===== src/rtl/dmem_ctl.sv =====
// dmem_ctl: data-memory controller between the SimpleCore data port and a
// synchronous single-port SRAM. One load or store is in flight at a time.
// Each access holds the SRAM controls for WAIT_CYCLES+1 cycles and then
// acknowledges the core with a one-cycle dAck pulse. All SRAM-side outputs
// are registered.
//
// Optional build macro DMEM_WBUF_EN adds a single-entry posted write buffer.
// Stores are acknowledged the cycle after acceptance and drain in the
// background. A load that hits the buffered address during the drain is
// answered from the buffer without an SRAM access.
module dmem_ctl #(
    parameter int WAIT_CYCLES = 2,
    parameter int AW          = 16,
    parameter int DW          = 16
) (
    input  logic          clk,
    input  logic          reset,
    input  logic          dReq,
    input  logic          nRW,
    input  logic [AW-1:0] dAddr,
    input  logic [DW-1:0] dWData,
    output logic [DW-1:0] dRData,
    output logic          dAck,
    output logic          dBusy,
    output logic [AW-1:0] mAddr,
    output logic [DW-1:0] mWData,
    input  logic [DW-1:0] mRData,
    output logic          mCe,
    output logic          mWe
);

    typedef enum logic [1:0] {
        IDLE   = 2'd0,
        ACCESS = 2'd1,
        DONE   = 2'd2
    } state_t;

    localparam logic [3:0] WAIT_INIT = 4'(WAIT_CYCLES);

    state_t        state, stateNext;
    logic [3:0]    waitCnt, waitCntNext;
    logic [AW-1:0] mAddrNext;
    logic [DW-1:0] mWDataNext;
    logic [DW-1:0] dRDataNext;
    logic          mCeNext, mWeNext, dAckNext;

`ifdef DMEM_WBUF_EN
    logic          bufValid, bufValidNext;
    logic [AW-1:0] bufAddr, bufAddrNext;
    logic [DW-1:0] bufData, bufDataNext;
    logic          fwdHit;

    // A load may be served from the buffer only while a drain is running and
    // the core is not already being acknowledged for its current request.
    assign fwdHit = (state == ACCESS) && bufValid && dReq && !nRW && !dAck &&
                    (dAddr == bufAddr);
`endif

    assign dBusy = (state != IDLE);

    // Next-state and next-output decode; everything holds unless changed.
    always_comb begin
        stateNext   = state;
        waitCntNext = waitCnt;
        mAddrNext   = mAddr;
        mWDataNext  = mWData;
        mCeNext     = mCe;
        mWeNext     = mWe;
        dRDataNext  = dRData;
        dAckNext    = 1'b0;
`ifdef DMEM_WBUF_EN
        bufValidNext = bufValid;
        bufAddrNext  = bufAddr;
        bufDataNext  = bufData;
`endif
        case (state)
            IDLE: begin
                if (dReq) begin
                    mAddrNext   = dAddr;
                    mWDataNext  = dWData;
                    mWeNext     = nRW;
                    mCeNext     = 1'b1;
                    waitCntNext = WAIT_INIT;
                    stateNext   = ACCESS;
`ifdef DMEM_WBUF_EN
                    // Posted store: capture it and acknowledge right away.
                    if (nRW) begin
                        bufValidNext = 1'b1;
                        bufAddrNext  = dAddr;
                        bufDataNext  = dWData;
                        dAckNext     = 1'b1;
                    end
`endif
                end
            end
            ACCESS: begin
                if (waitCnt != 4'd0) begin
                    waitCntNext = waitCnt - 4'd1;
                end else begin
                    // Read data is valid on the last cycle the SRAM is enabled.
                    if (!mWe) begin
                        dRDataNext = mRData;
                    end
                    mCeNext   = 1'b0;
                    mWeNext   = 1'b0;
                    stateNext = DONE;
`ifdef DMEM_WBUF_EN
                    // A drained store was acknowledged at acceptance.
                    dAckNext     = !mWe;
                    bufValidNext = 1'b0;
`else
                    dAckNext     = 1'b1;
`endif
                end
`ifdef DMEM_WBUF_EN
                if (fwdHit) begin
                    dRDataNext = bufData;
                    dAckNext   = 1'b1;
                end
`endif
            end
            DONE: begin
                stateNext = IDLE;
            end
            default: begin
                stateNext = IDLE;
            end
        endcase
    end

    // State and output registers with synchronous reset.
    always_ff @(posedge clk) begin
        if (reset) begin
            state   <= IDLE;
            waitCnt <= 4'd0;
            mAddr   <= '0;
            mWData  <= '0;
            mCe     <= 1'b0;
            mWe     <= 1'b0;
            dRData  <= '0;
            dAck    <= 1'b0;
`ifdef DMEM_WBUF_EN
            bufValid <= 1'b0;
            bufAddr  <= '0;
            bufData  <= '0;
`endif
        end else begin
            state   <= stateNext;
            waitCnt <= waitCntNext;
            mAddr   <= mAddrNext;
            mWData  <= mWDataNext;
            mCe     <= mCeNext;
            mWe     <= mWeNext;
            dRData  <= dRDataNext;
            dAck    <= dAckNext;
`ifdef DMEM_WBUF_EN
            bufValid <= bufValidNext;
            bufAddr  <= bufAddrNext;
            bufData  <= bufDataNext;
`endif
        end
    end

endmodule

===== config.mk =====
export PLATFORM = sky130hd
export DESIGN_NAME = dmem_ctl
export DESIGN_NICKNAME = d
export VERILOG_FILES = /design/src/rtl/dmem_ctl.sv
export SDC_FILE = /design/constraint.sdc
export NUM_CORES = 1
export LEC_CHECK = 0
export BUFFER_PORTS_ARGS = -buffer_cell sky130_fd_sc_hd__buf_2
export CORE_ASPECT_RATIO = 1.2
export CORE_MARGIN = 2
export CORE_UTILIZATION = 45
export CTS_CLUSTER_DIAMETER = 50
export DETAILED_ROUTE_END_ITERATION = 8
export HOLD_SLACK_MARGIN = 0.08
export PLACE_DENSITY = 0.78
export SYNTH_ARGS = -nofsm -noshare
export SYNTH_HDL_FRONTEND = slang
export SYNTH_SLANG_ARGS = --single-unit
export TNS_END_PERCENT = 1

===== constraint.sdc =====
create_clock -name clk -period 2.4 [get_ports clk]
set_clock_uncertainty 0.15 [all_clocks]
set_input_delay 0.12 -clock clk [delete_from_list [all_inputs] [get_ports clk]]
set_output_delay 0.12 -clock clk [all_outputs]
set_load 0.01 [all_outputs]

Word-level counts from Yosys, hierarchy flattened
Cells that the tools add are included.
{"block": "word_totals", "ff_bits": 57, "inputBits": 52, "out_inout_bits": 52, "wordCells": 38}
{"block": "classes", "n_addsub": 1, "eq_ne": 4, "muxes": 12, "bitwise": 3, "n_reduce_logical": 10}
{"operator": "$reduce_and 3->1", "count": 3}
{"operator": "$mux 4", "count": 2}
{"operator": "$pmux 4 s2", "count": 1}
{"operator": "$ne 2x2->1 const B", "count": 3}
{"operator": "$mux 1", "count": 4}
{"operator": "$mux 2", "count": 2}
{"operator": "$pmux 1 s2", "count": 2}
{"operator": "$pmux 2 s2", "count": 1}
{"operator": "$reduce_and 2->1", "count": 2}
{"operator": "$reduce_bool 2->1", "count": 2}
{"operator": "$reduce_bool 4->1", "count": 1}
{"operator": "$sub 4x1->4 const B", "count": 1}
{"operator": "$not 1->1", "count": 3}
{"operator": "$eq 2x1->1 const B", "count": 1}
{"operator": "$logic_not 2->1", "count": 1}
{"operator": "$reduce_or 2->1", "count": 1}

Logic depth before layout (Yosys ltp)
Gate-level depths: netlist of run 1.
{"block": "logic_depth", "depth_word": 3, "ltp_mapped": 7, "mapped_depth_nobuf": 5}

Worst setup path before layout of run 1
No wires, ideal clock.
{"block": "synth_timing", "path_kind": "register -> register", "start": "register waitCnt[0]", "end": "register dRData[10]", "setup_time_ns": 0.072, "arrival_time_ns": 1.738, "setup_slack_ns": 0.441, "stages_incl_launch_ff": 8, "path_buffers": 2, "period_less_slack_ns": 1.959, "cell_sequence": "dfxtp_1 -> inv_1 -> ha_1 -> or3b_1 -> buf_6 -> nor3_4 -> buf_12 -> mux2i_1"}
{"block": "synth_between", "elab_chain_cells": 3}
{"item": "from (decl)", "line_no": "41", "text": "logic [3:0] waitCnt, waitCntNext;"}
{"item": "from (signal assigned)", "line_no": "149", "text": "waitCnt <= waitCntNext;"}
{"item": "$reduce_bool 4->1", "line_no": "97", "text": "if (waitCnt != 4'd0) begin"}
{"item": "$not 1->1 (no source line)"}
{"item": "$reduce_and 3->1 (no source line)"}
{"item": "to (signal assigned)", "line_no": "154", "text": "dRData <= dRDataNext;"}
{"item": "to (decl)", "line_no": "22", "text": "output logic [DW-1:0] dRData,"}
No other way between the ends.
A chain may end at the register's enable or synchronous reset.

Final worst setup path of run 1
{"block": "layout_timing", "start": "register waitCnt[0]", "end": "register dRData[8]"}
The elaborated chain is that of the path after synthesis.

==> results of run 1 <==
[logic make-up (layout without fill, tap and decap cells)]
family / after synthesis / in the layout / synth area share (%)
AO/OA/AOI/OAI: 43 / 43 / 10.63
adder cells (fa/ha/maj): 2 / 2 / 1.149
buffers and inverters: 20 / 174 / 5.287
flip-flops: 57 / 57 / 52.41
multiplexers: 17 / 17 / 7.816
AND/OR/NAND/NOR: 114 / 114 / 22.70
[layout by cell type, fill, tap and decap left out, types with 2 or more instances in the layout]
| cell | n |
|---|---|
| clkinv_2 | 2 |
| dlygate4sd3_1 | 50 |
| nand2_1 | 97 |
| o21ai_0 | 2 |
| dfxtp_1 | 57 |
| mux2i_1 | 17 |
| or3_1 | 2 |
| nor3_1 | 3 |
| clkbuf_8 | 11 |
| a21oi_1 | 35 |
| nand3_1 | 2 |
| buf_2 | 103 |
| buf_4 | 2 |
| inv_1 | 3 |
| ha_1 | 2 |
| a211oi_1 | 2 |
[stage by stage]
stage	util [%]	hold WS, ps
2_1_floorplan	-	106.0
3_3_place_gp	58.39	209.3
3_5_place_dp	58.39	215.3
4_1_cts	73.43	186.6
5_1_grt	73.43	218.2
6_report	73.43	199.8
[final cells by class]
type | instances | share of cell area [%]
flip-flops and latches | 57 | 33.58
clock inverters | 3 | 1.178
inverters | 3 | 0.3314
clock buffers | 12 | 4.566
multi-input cells | 176 | 27.28
well taps | 58 | 2.135
repair buffers | 156 | 30.93
[power by group through the flow]
stage               Clock (mW)  Sequential [mW]  Combinational, mW
floorplan                    0             1.16              0.314
global placement             0             1.12              0.502
detailed placement           0             1.13              0.514
CTS                      0.907             1.11              0.579
global route             0.944             1.12              0.650
finish                   0.888             1.11              0.584
[routing by layer]
layer	global-route usage [%]	vias up	wire length [µm]
met1	26.37	1036	2496
met2	41.67	99	3032
met3	8.824	11	593
met4	12.65	0	110
li1	-	1129	-
met5	0	-	0
[sequential cells by signal, indices dropped and copies added, names as in the netlist]
| register | count |
|---|---|
| waitCnt | 4 |
| dRData | 16 |
| mWe | 1 |
| dAck | 1 |
| state | 2 |
| mAddr | 16 |
| mWData | 16 |
| mCe | 1 |
[worst max path at each step]
stage | slack, ps | from | cells after the start | endpoint
after floorplan | 440 | waitCnt[0]$_SDFFE_PP0P_ | 7 | dRData[10]$_SDFFE_PP0P_
after global placement | 480 | waitCnt[0]$_SDFFE_PP0P_ | 6 | dRData[6]$_SDFFE_PP0P_
after detailed placement | 400 | waitCnt[0]$_SDFFE_PP0P_ | 6 | dRData[8]$_SDFFE_PP0P_
after CTS | 380 | waitCnt[1]$_SDFFE_PP0P_ | 6 | dRData[4]$_SDFFE_PP0P_
after global routing | 270 | waitCnt[0]$_SDFFE_PP0P_ | 6 | dRData[1]$_SDFFE_PP0P_
final | 380 | waitCnt[0]$_SDFFE_PP0P_ | 6 | dRData[8]$_SDFFE_PP0P_
[worst min-delay path, stage by stage]
cell and delay (ps):
buf_2 110, buf_4 250, a21oi_1 150
==> results by group, run 1 <==
Cells and area
  • Diodes inserted: 0
  • Post-route cell area: 3398 µm²
  • Nets@finish: 457
  • Layout cells sized above 1: 30.71%
  • Layout fillers: 317
  • Reg area: 1141 µm²
  • Layout area overhead: 56.09%
  • Layout Cells excl Fill: 465
  • Area of the multi-input gates: 927.1 µm²

Die
  • Die W: 67.50 µm
  • I/O pins: 104
  • DIE AREA: 5413 µm²
  • FP Rows: 27
  • Initial core utilization: 47.04%
  • Vert. Die Dim: 80.20 µm
  • Core area: 4628 µm²

Setup path
  • Reg2Reg Depth: 6
  • FF-to-FF End: dRData[8]$_SDFFE_PP0P_
  • CP Class: flop to flop
  • Crit path max-delay cell type: or3b_1
  • Worst endpoint required time: 2500 ps
  • CP max stage delay: 500 ps
  • Worst path bufs/invs: 2
  • Critical Path End Type: flop
  • Critical Path Source Type: flop
  • CP top delay family: simple AND/OR/NAND/NOR gates
  • FF-to-FF setup slack: 380 ps
  • Crit path cell chain: inv_1, ha_1, or3b_1, nor3_4, buf_4, mux2i_1
  • CP Data Arrival Time: 2120 ps
  • Worst flop-to-flop path startpoint: waitCnt[0]$_SDFFE_PP0P_
  • CP Max Fanout: 16

Logic synthesis
  • Yosys cell types: 30
  • Syn Nets: 307
  • Syn Inst Count: 253
  • Most used DFF post-synth: dfxtp_1
  • Sequential element share of the synthesized area: 52.41%
  • Yosys top cell area share: 52.41%
  • Synth cell count leaders: 97 x nand2_1, 57 x dfxtp_1, 35 x a21oi_1
  • Warning count from the yosys run: 0
  • Area leader, netlist: dfxtp_1
  • #FFs+latches synth: 57
  • Most used standard cell by instance count after synthesis: nand2_1
  • Number of synthesized flops with an enable pin: 0
  • Synth area leaders: dfxtp_1 52%, nand2_1 17%, a21oi_1 8.0%, mux2i_1 7.8%, clkbuf_1 2.1%
  • Async set or reset register ratio after synthesis: 0%
  • Syn avg cell area: 8.605 µm²
  • Cell Area, Synth: 2177 µm²

Clocking
  • H-tree depth: 3
  • TritonCTS Buffers: 9
  • CTS Root Cell: clkbuf_8
  • Postcts setup bufs: 0
  • Clk slew on worst S/H paths: 60 ps
  • CTS tree: done
  • Sinks on Clock Net: 57
  • # resized after CTS: 0
  • CTS Buffer Depth: 2
  • Clock Latency Late Sink: 330 ps
  • # hold bufs at CTS: 50

GRT
  • Global-route wire length before repair: 9998 µm
  • Overflow after GRT: 0
  • Antenna violations before repair: 0
  • Largest net degree at the start of global routing: 42
  • Gr usage total: 24.64%
  • Vias in the first global route: 2300

Routing
  • DRC: 0
  • 1st-pass router iterations: 4
  • Drt wl/cell: 13.40 µm
  • Final ANT Viol Nets: 0
  • First DRT Iteration DRCs: 99
  • Via Count: 2275
  • Post-Route WL: 6233 µm
  • Via density: 4.892

STA
  • Worst-margin pin slew: 872.5 ps
  • Setup WS post-layout: 383.0 ps
  • Setup TNS Final: 0 ps
  • Final setup fails: 0
  • Hold Fails Final Rpt: 0
  • Final Cycle Share: 84.04%
  • Max-slew headroom: 41.77%
  • Slew Limit Fails: 0
  • Minimum clock period: 2017 ps
  • Unrepaired setup endpoints after global routing: false
  • Maximum clock frequency: 0.4958 GHz

Job
  • Maxcap violations: 0

Pwr
  • Pwr Density: 759.5 nW/µm²
  • Final Power: 2.581 mW
  • Peak VDD IR: 0.4810 mV
  • Gate power share: 22.6%
  • Clk pwr share: 34.4%
  • Power share of the sequential group: 42.9%
  • Switching share of power: 28.37%
  • Static leakage: 1.576 nW
  • Internal: 1.849 mW
  • Switching power: 0.7321 mW

Hold path
  • Hold Path Depth: 3
  • Sink of the worst hold path: mWData[13]$_SDFFE_PP0P_
  • Hold Startpoint: reset
  • Hold Crit Class: input port to flop

Placement
  • Post-placement cell count: 400
  • Dpl ws: 401.7 ps
  • RD Place Congestion: 0.7075
  • IO buf count: 103
  • Area post-placement: 2703 µm²
  • Hpwl dp: 3414 µm

Run status
  • Status: finished clean
No activity file was read; power rests on OpenSTA's default activity.
==> inputs of run 2 (changes only) <==
- CORE_UTILIZATION: 45 -> 41
- PLACE_DENSITY: 0.78 -> 0.75
- clock period: 2.4 -> 1.8 ns (I/O delays scaled with it)
==> run 2 against run 1 <==
Wire length up 0.85%. Critical endpoint is now waitCnt[3]$_SDFFE_PP0P_. Worst hold slack better by 100 ps. Final cell count up 2.2%. Critical path depth down 1. Power up 43%. Non-clock buffer count up 6. Critical path type unchanged. Sequential power up 33%. Global-route usage down 3.2 points. Clock power up 54%.
==> results by group, run 2 (synthesis gave the netlist of run 1 again) <==
Cells and area
  • Regs by FF count: dRData x16, mAddr x16, mWData x16 (unchanged)
  • Post-route cell area: 3507 µm² (was 3398 µm²)
  • Nets@finish: 463 (was 457)
  • Layout area overhead: 61.09% (was 56.09%)
  • Commonest non-fill, non-tap cells in the layout: 103 x buf_2, 97 x nand2_1, 55 x dfxtp_1 (was 103 x buf_2, 97 x nand2_1, 57 x dfxtp_1)
  • Layout cells sized above 1: 32.93% (was 30.71%)
  • Diodes inserted: 0 (unchanged)
  • Layout Cells excl Fill: 475 (was 465)
  • Commonest non-fill, non-tap cell in the layout: buf_2 (unchanged)

STA
  • Maximum clock frequency: 0.5793 GHz (was 0.4958 GHz)
  • Final setup fails: 0 (unchanged)
  • Minimum clock period: 1726 ps (was 2017 ps)
  • Final Cycle Share: 95.91% (was 84.04%)
  • Slew Limit Fails: 0 (unchanged)
  • Max-slew headroom: 77.01% (was 41.77%)
  • Hold Fails Final Rpt: 0 (unchanged)
  • Worst-margin pin slew: 344.2 ps (was 872.5 ps)

Clocking
  • CTS tree: done (unchanged)
  • H-tree depth: 3 (unchanged)
  • TritonCTS Buffers: 9 (unchanged)
  • Clk slew on worst S/H paths: 60 ps (about the same)
  • Sinks on Clock Net: 57 (unchanged)
  • Postcts setup bufs: 0 (unchanged)
  • CTS Root Cell: clkbuf_8 (unchanged)
  • Clock Latency Late Sink: 320 ps (was 330 ps)
  • CTS Buffer Depth: 2 (unchanged)

Routing
  • WL met3: 443 µm (was 593 µm)
  • Final ANT Viol Nets: 0 (unchanged)
  • Top layer reached by signal wires: met4 (unchanged)
  • First DRT Iteration DRCs: 66 (was 99)
  • Post-Route WL: 6286 µm (was 6233 µm)
  • DRC: 0 (unchanged)
  • DR WL met2: 3185 µm (was 3032 µm)
  • Metal-1 WL: 2591 µm (was 2496 µm)
  • 1st-pass router iterations: 4 (unchanged)
  • Drt wl/cell: 13.23 µm (was 13.40 µm)
  • Via density: 4.829 (was 4.892)
  • Via Count: 2294 (was 2275)

Setup path
  • CP Class: flop to flop (unchanged)
  • Critical Path Source Type: flop (unchanged)
  • Crit. Startpoint: waitCnt[0]$_SDFFE_PP0P_ (unchanged)
  • Crit path max-delay cell type: or4_4 (was or3b_1)
  • Reg2Reg Depth: 5 (was 6)
  • Crit path cell chain: inv_2, ha_4, and4bb_2, or4_4, a211oi_2 (was inv_1, ha_1, or3b_1, nor3_4, buf_4, mux2i_1)
  • Worst flop-to-flop path startpoint: waitCnt[0]$_SDFFE_PP0P_ (unchanged)
  • CP max stage delay: 510 ps (was 500 ps)
  • Worst endpoint required time: 1890 ps (was 2500 ps)
  • Critical Path End Type: flop (unchanged)
  • CP Data Arrival Time: 1820 ps (was 2120 ps)
  • CP Max Fanout: 5 (was 16)

Pwr
  • Final Power: 3.698 mW (was 2.581 mW)
  • Peak VDD IR: 0.7005 mV (was 0.4810 mV)
  • Pwr Density: 1054 nW/µm² (was 759.5 nW/µm²)
  • Static leakage: 1.615 nW (was 1.576 nW)

Hold path
  • Hold Startpoint: mAddr[9]$_SDFFE_PP0P_ (was reset)
  • Hold Path Depth: 2 (was 3)
  • Hold Crit Class: flop to flop (was input port to flop)

GRT
  • Antenna violations before repair: 0 (unchanged)
  • Global-route wire length before repair: 10150 µm (was 9998 µm)
  • Gr usage total: 21.47% (was 24.64%)
  • Overflow after GRT: 0 (unchanged)
  • Vias in the first global route: 2308 (was 2300)
  • Largest net degree at the start of global routing: 34 (was 42)

Run status
  • Status: finished clean (unchanged)

Placement
  • IO buf count: 103 (unchanged)
  • Hpwl dp: 3555 µm (was 3414 µm)
  • Area post-placement: 2759 µm² (was 2703 µm²)
  • RD Place Congestion: 0.7668 (was 0.7075)
  • Post-placement cell count: 409 (was 400)

Job
  • Maxcap violations: 0 (unchanged)

Die
  • DIE AREA: 5911 µm² (was 5413 µm²)
  • Core area: 5189 µm² (was 4628 µm²)
  • FP Rows: 29 (was 27)
  • I/O pins: 104 (unchanged)
  • Initial core utilization: 41.96% (was 47.04%)
  • Vert. Die Dim: 83.83 µm (was 80.20 µm)
  • Die W: 70.52 µm (was 67.50 µm)
-- run 2: what timing repair did --
action / CTS / global route
hold endpoints to repair: 56 / 0
gates resized for setup: 0 / 4
hold buffers: 51 / 0
endpoints found under the setup margin: 0 / 13
-- run 2: path summary, 6_finish.rpt --
kind         slack (ps)                 endpoint
min                 300    mAddr[9]$_SDFFE_PP0P_
max                  70  waitCnt[3]$_SDFFE_PP0P_
min reg2reg         300    mAddr[9]$_SDFFE_PP0P_
max reg2reg          70  waitCnt[3]$_SDFFE_PP0P_
-- run 2: per-layer routing --
layer  GRT usage, %  vias to the layer above
met4          8.566                        0
li1               -                     1142
met5              0                        -
met1          22.54                     1048
met2          39.71                       97
met3          5.797                        7
-- run 2: stage by stage --
step / hold slack, ps / TNS [ps] / utilization (%) / setup WS (ps)
6_report: 300.4 / 0 / 67.59 / 73.68
3_3_place_gp: 180.0 / 0 / 53.17 / 77.04
4_1_cts: 303.1 / 0 / 67.35 / 3.608
5_1_grt: 320.0 / -4.291 / 67.59 / -4.291
2_1_floorplan: 75.98 / -851.2 / - / -85.12
3_5_place_dp: 186.0 / 0 / 53.17 / 7.173
-- run 2: report_power, final --
group	switching [mW]	leakage (nW)	internal, mW
sequential	0.0810	0.467	1.40
combinational	0.433	1.04	0.416
clock	0.456	0.111	0.914
total	0.969	1.61	2.73
-- run 2: worst max-delay path: cells and delay by family, from the launching register on --
family	cells	cell delay, ps
simple gates	2	770
flops	1	340
buf+inv	1	60
compound gates	1	180
fa+ha+maj	1	150
-- run 2: cell type report --
cell class,instances,area (µm²)
tap,62,77.57
multi-input combinational,176,950.9
timing repair buffer,162,1099
inverter,3,11.26
clock inverter,3,90.09
sequential,57,1144
fill,421,1682
clock buffer,12,135.1
